===== src/rtl/ps2_kbd_rx.sv =====
`default_nettype none
// ============================================================================
// Module      : ps2_kbd_rx
// Description : PS/2 keyboard receiver with glitch filter, frame checker,
//               E0/F0 prefix decoder and an event FIFO.
// Revision    : 1.0 - initial release
// ============================================================================
module ps2_kbd_rx #(
    parameter int ADDR_W  = 3,
    parameter int FILTER  = 4,
    parameter int TIMEOUT = 50000,
    parameter int DECODE  = 1
) (
    input  logic            clk,
    input  logic            rst,
    input  logic            ps2_clk,
    input  logic            ps2_data,
    input  logic            read,
    output logic [9:0]      data,
    output logic            ready,
    output logic [ADDR_W:0] count,
    output logic            overflow,
    output logic            frame_err
);
    localparam int DEPTH = 1 << ADDR_W;
    localparam int TW    = $clog2(TIMEOUT + 1);

    localparam logic [0:0] ST_IDLE = 1'b0;
    localparam logic [0:0] ST_RECV = 1'b1;

    logic [1:0]        clk_sync_q, clk_sync_d, dat_sync_q, dat_sync_d;
    logic              filt_q, filt_d, strobe_q, strobe_d;
    logic [3:0]        fcnt_q, fcnt_d;
    logic [0:0]        state_q, state_d;
    logic [3:0]        bit_idx_q, bit_idx_d;
    logic [7:0]        shift_q, shift_d;
    logic              par_q, par_d;
    logic [TW-1:0]     idle_q, idle_d;
    logic              frame_err_q, frame_err_d;
    logic              ext_pend_q, ext_pend_d, brk_pend_q, brk_pend_d;
    logic [ADDR_W-1:0] wr_ptr_q, wr_ptr_d, rd_ptr_q, rd_ptr_d;
    logic [ADDR_W:0]   count_q, count_d;
    logic              overflow_q, overflow_d;
    logic [9:0]        mem_q [DEPTH];

    logic       sbit, timeout, byte_ok, push, pop, full, wr_en;
    logic [9:0] push_data;

    assign sbit    = dat_sync_q[1];
    assign timeout = (idle_q == TW'(TIMEOUT));

    // A level change is accepted only after FILTER consecutive mismatching samples.
    always_comb begin
        clk_sync_d = {clk_sync_q[0], ps2_clk};
        dat_sync_d = {dat_sync_q[0], ps2_data};
        filt_d     = filt_q;
        fcnt_d     = '0;
        strobe_d   = 1'b0;
        if (clk_sync_q[1] != filt_q) begin
            if (fcnt_q == 4'(FILTER - 1)) begin
                filt_d   = clk_sync_q[1];
                strobe_d = ~clk_sync_q[1];
            end else begin
                fcnt_d = fcnt_q + 4'd1;
            end
        end
    end

    always_ff @(posedge clk or posedge rst) begin
        if (rst) state_q <= ST_IDLE;
        else     state_q <= state_d;
    end

    always_comb begin
        state_d = state_q;
        case (state_q)
            ST_IDLE: if (strobe_q && !sbit) state_d = ST_RECV;
            ST_RECV: if ((strobe_q && bit_idx_q == 4'd10) || (!strobe_q && timeout))
                         state_d = ST_IDLE;
        endcase
    end

    always_comb begin
        bit_idx_d   = bit_idx_q;
        shift_d     = shift_q;
        par_d       = par_q;
        idle_d      = '0;
        frame_err_d = frame_err_q;
        byte_ok     = 1'b0;
        case (state_q)
            ST_IDLE: if (strobe_q && !sbit) bit_idx_d = 4'd1;
            ST_RECV: begin
                if (strobe_q) begin
                    bit_idx_d = bit_idx_q + 4'd1;
                    if (bit_idx_q <= 4'd8) shift_d = {sbit, shift_q[7:1]};
                    if (bit_idx_q == 4'd9) par_d = sbit;
                    if (bit_idx_q == 4'd10) begin
                        bit_idx_d = '0;
                        if (sbit && (^{shift_q, par_q})) byte_ok     = 1'b1;
                        else                             frame_err_d = 1'b1;
                    end
                end else if (timeout) begin
                    bit_idx_d   = '0;
                    frame_err_d = 1'b1;
                end else begin
                    idle_d = idle_q + TW'(1);
                end
            end
        endcase
    end

    // Prefix bytes only arm flags; the following byte carries them into the FIFO.
    always_comb begin
        ext_pend_d = ext_pend_q;
        brk_pend_d = brk_pend_q;
        push       = 1'b0;
        push_data  = '0;
        if (byte_ok) begin
            if (DECODE != 0 && shift_q == 8'hE0) begin
                ext_pend_d = 1'b1;
            end else if (DECODE != 0 && shift_q == 8'hF0) begin
                brk_pend_d = 1'b1;
            end else begin
                push       = 1'b1;
                push_data  = (DECODE != 0) ? {ext_pend_q, brk_pend_q, shift_q}
                                           : {2'b00, shift_q};
                ext_pend_d = 1'b0;
                brk_pend_d = 1'b0;
            end
        end
    end

    always_comb begin
        pop        = read && (count_q != '0);
        full       = (count_q == (ADDR_W+1)'(DEPTH));
        wr_en      = push && (!full || pop);
        wr_ptr_d   = wr_ptr_q + ADDR_W'(wr_en);
        rd_ptr_d   = rd_ptr_q + ADDR_W'(pop);
        count_d    = count_q + (ADDR_W+1)'(wr_en) - (ADDR_W+1)'(pop);
        overflow_d = overflow_q | (push & full & ~pop);
    end

    always_ff @(posedge clk or posedge rst) begin
        if (rst) begin
            clk_sync_q  <= 2'b11;
            dat_sync_q  <= 2'b11;
            filt_q      <= 1'b1;
            fcnt_q      <= '0;
            strobe_q    <= 1'b0;
            bit_idx_q   <= '0;
            shift_q     <= '0;
            par_q       <= 1'b0;
            idle_q      <= '0;
            frame_err_q <= 1'b0;
            ext_pend_q  <= 1'b0;
            brk_pend_q  <= 1'b0;
            wr_ptr_q    <= '0;
            rd_ptr_q    <= '0;
            count_q     <= '0;
            overflow_q  <= 1'b0;
        end else begin
            clk_sync_q  <= clk_sync_d;
            dat_sync_q  <= dat_sync_d;
            filt_q      <= filt_d;
            fcnt_q      <= fcnt_d;
            strobe_q    <= strobe_d;
            bit_idx_q   <= bit_idx_d;
            shift_q     <= shift_d;
            par_q       <= par_d;
            idle_q      <= idle_d;
            frame_err_q <= frame_err_d;
            ext_pend_q  <= ext_pend_d;
            brk_pend_q  <= brk_pend_d;
            wr_ptr_q    <= wr_ptr_d;
            rd_ptr_q    <= rd_ptr_d;
            count_q     <= count_d;
            overflow_q  <= overflow_d;
        end
    end

    always_ff @(posedge clk) begin
        if (wr_en) mem_q[wr_ptr_q] <= push_data;
    end

    assign ready     = (count_q != '0);
    assign data      = ready ? mem_q[rd_ptr_q] : 10'h000;
    assign count     = count_q;
    assign overflow  = overflow_q;
    assign frame_err = frame_err_q;
endmodule
`default_nettype wire


===== config.mk =====
export PLATFORM = sky130hd
export DESIGN_NAME = ps2_kbd_rx
export DESIGN_NICKNAME = d
export VERILOG_FILES = /design/src/rtl/ps2_kbd_rx.sv
export SDC_FILE = /design/constraint.sdc
export NUM_CORES = 1
export LEC_CHECK = 0
export CORE_AREA = 3 3 170 123
export CTS_CLUSTER_DIAMETER = 120
export DETAILED_ROUTE_END_ITERATION = 12
export DIE_AREA = 0 0 173 126
export DONT_BUFFER_PORTS = 1
export GPL_ROUTABILITY_DRIVEN = 1
export GPL_TIMING_DRIVEN = 0
export PLACE_DENSITY_LB_ADDON = 0.25
export REMOVE_ABC_BUFFERS = 1
export SYNTH_ARGS = -nofsm -noshare
export SYNTH_HDL_FRONTEND = slang
export SYNTH_SLANG_ARGS = --single-unit
export TNS_END_PERCENT = 1

===== constraint.sdc =====
create_clock -name clk -period 9 [get_ports clk]
set_clock_uncertainty 0.15 [all_clocks]
set_input_delay 1.8 -clock clk [delete_from_list [all_inputs] [get_ports clk]]
set_output_delay 1.8 -clock clk [all_outputs]
set_load 0.01 [all_outputs]

==> flow_metrics.tcl, run 1 <==
set metrics [dict create \
    core_um2 19500 \
    dp.final_hpwl_mm 7.28 \
    grt-ovfl-total 0 \
    rsz0062_at_grt "false" \
    drive_gt1_frac 0.214 \
    antenna_cells 0 \
    max_slew.worst_pin.slew_ns 1.12 \
    clockBufferDepth 2 \
    cp.arrival_ns 2.21 \
    totalWireLength_mm 10.8 \
    required_ns 7.05 \
    syn_area_per_cell_um2 15.2 \
    yosys_warnings 0 \
    cp-end-kind "output port" \
    first_iter_violations 164 \
    clockRootBuffer "clkbuf_16" \
    design.die.area_um2 21800 \
    grt_max_degree 39 \
    gp_congestion 0.751 \
    yosysSeqAreaShare 0.651 \
    fmax_mhz 241 \
    via_per_inst 4.57 \
    ir_drop_uv 127 \
    slew_violations 0 \
    area_growth_pct 16.3 \
    worst_slack_ns 4.84 \
    crit_type "register to output port" \
    synth_seq_cells 134 \
    cellLeakagePower_nw 2.72 \
    maxCapViolCount 0 \
    syn_area_um2 5780 \
    synthFlopType "edfxtp_1" \
    clock_latency_ns 0.41 \
    post_cts_buffers 0 \
    hold_violations 0 \
    fin_setup_tns_ns 0 \
    min_period_ns 4.16 \
    io_buffers 0 \
    path_cells "mux4_2, mux2i_1, nor2_1" \
    synth-async-reset-ratio 0.403 \
    drc 0 \
    hp-class "register to register" \
    die_y_um 126 \
    cts_tree "built" \
    setup_viol 0 \
    nets 407 \
    path_clk_slew_ns 0.06 \
    start_util 0.297 \
    dp_slack_ns 4.69 \
    layout_commonest_cell "edfxtp_1" \
    synth_enable_flop_cells 80 \
    htree_levels 4 \
    cts_resized 0 \
    powerDensity_nw_per_um2 240 \
    layout_common_cells "edfxtp_1 (80), dfrtp_1 (48), nor2_1 (32), mux4_2 (20), clkbuf_16 (18)" \
    start_kind "register" \
    crit_family "flip-flops" \
    grt_usage 0.108 \
    die_w_um 173 \
    io_pins 22 \
    postCtsHoldBufs 0 \
    worstPathMaxFanout 21 \
    path_buf_inv 0 \
    slew_headroom 0.251 \
    max_stage_delay_ns 0.86 \
    first_pass_iters 4 \
    rows 43 \
    synth_cell_type_count 58 \
    cts-buffers-inserted 17 \
    min_period_over_period 0.462 \
    status "complete, no violations" \
    routedWlPerCell_um 16.1 \
    antenna_found_initial 0 \
    vias 3071 \
    grt_pass1_vias 3241 \
    fill_cells 1887 \
    grt_pass1_wl_mm 18.1 \
    crit_slowest_cell "dfrtp_2" \
    clock-sinks 134 \
    ant_nets 0 \
    synth_cells 380 \
]
-- stage by stage --
stage	hold WS, ns	cell area [µm²]	cells	util	total power, mW
3_5_place_dp	0.197	6140	640	0.315	0.965
6_report	0.205	6720	672	0.345	1.61
4_1_cts	0.206	6720	672	0.345	1.64
2_1_floorplan	0.195	5710	365	-	0.898
5_1_grt	0.211	6720	672	0.345	1.71
3_3_place_gp	0.196	6050	635	0.310	0.952
-- cell type report --
| class | instances | area (µm²) | area share |
|---|---|---|---|
| clock inverter | 10 | 91.3 | 0.0136 |
| clock buffer | 22 | 489 | 0.0728 |
| sequential | 134 | 3760 | 0.560 |
| timing repair buffer | 5 | 57.6 | 0.00857 |
| multi-input combinational | 216 | 1920 | 0.286 |
| tap | 270 | 338 | 0.0503 |
| inverter | 15 | 56.3 | 0.00838 |
-- kinds of logic (layout without fill, tap and decap cells) --
kind of cell / Yosys count / after routing / share of synthesized area
XOR/XNOR: 24 / 24 / 0.0411
AO/OA/AOI/OAI: 29 / 29 / 0.0301
adder cells (fa/ha/maj): 13 / 13 / 0.0294
buffers and inverters: 30 / 52 / 0.0219
flip-flops: 134 / 134 / 0.651
AND/OR/NAND/NOR: 110 / 110 / 0.110
multiplexers: 40 / 40 / 0.117
-- flip-flops by register name, summed over array words and instances, names as in the netlist, 2 cells and up --
register,count
bit_idx_q,4
clk_sync_q,2
count,4
dat_sync_q,2
fcnt_q,4
idle_q,16
mem_q,80
rd_ptr_q,3
shift_q,8
wr_ptr_q,3
-- worst paths after layout --
path,from,endpoint,slack [ns],cells past startpoint
setup / recovery,rd_ptr_q[0]$_DFF_PP0_,data[4],4.84,3
hold / removal,clk_sync_q[0]$_DFF_PP1_,clk_sync_q[1]$_DFF_PP1_,0.20,0
setup reg to reg,shift_q[3]$_DFFE_PP0P_,mem_q[7][0]$_DFFE_PP_,5.77,5
hold reg to reg,clk_sync_q[0]$_DFF_PP1_,clk_sync_q[1]$_DFF_PP1_,0.20,0
max in group asynchronous,rst,dat_sync_q[1]$_DFF_PP1_,7.00,2
min in group asynchronous,rst,idle_q[6]$_DFF_PP0_,1.11,1
-- power breakdown --
group	switching [mW]	internal (mW)
Sequential	0.100	0.680
Combinational	0.0714	0.0931
Clock	0.254	0.415
-- cell usage after synthesis, drive strengths merged (2+ instances only) --
cell / count / area [µm²]
o21ai: 13 / 65.1
and2: 9 / 56.3
o31ai: 2 / 15.0
dfstp: 5 / 131
nand3: 9 / 45.0
and3: 6 / 41.3
nand2b: 3 / 18.8
a21oi: 4 / 20.0
nor4b: 3 / 32.5
mux2: 8 / 90.1
mux4: 20 / 450
xnor3: 2 / 45.0
nor3: 6 / 30.0
edfxtp: 80 / 2400
nand3b: 2 / 15.0
and4: 2 / 17.5
or4b: 2 / 20.0
nor2: 33 / 131
nand4: 7 / 58.8
clkbuf: 9 / 33.8
dfrtp: 49 / 1230
xor2: 13 / 114
inv: 15 / 56.3
buf: 6 / 36.3
a31oi: 3 / 18.8
ha: 12 / 150
xnor2: 9 / 78.8
nand2: 15 / 56.3
mux2i: 12 / 133
nor4: 2 / 18.8
-- per-layer routing --
layer | vias to the layer above | wire [µm] | global-route usage
met3 | 8 | 474 | 0.0298
met4 | 0 | 101 | 0.0372
met5 | - | 0 | 0
li1 | 1445 | - | -
met1 | 1577 | 5180 | 0.149
met2 | 41 | 5040 | 0.167
(Power assumes the default switching activity.)
==> inputs of run 2 (changes only) <==
- clock period: 9 -> 4.25 ns (I/O delays scaled with it)
==> results of run 2 <==
The final DEF is identical to that of run 1. Status: complete, no violations.
Main changes from that run: setup slack after placement 4.69 ns -> 0.893 ns; setup slack after layout 4.84 ns -> 1.02 ns; hold slack 0.205 ns -> 0.155 ns; start point of the critical path rd_ptr_q[0]$_DFF_PP0_ -> shift_q[3]$_DFFE_PP0P_; end point of the critical path data[4] -> mem_q[7][0]$_DFFE_PP_; register-to-register setup slack 5.77 ns -> 1.02 ns; total power 1.61 mW -> 3.54 mW; worst IR drop on VDD 127 µV -> 268 µV
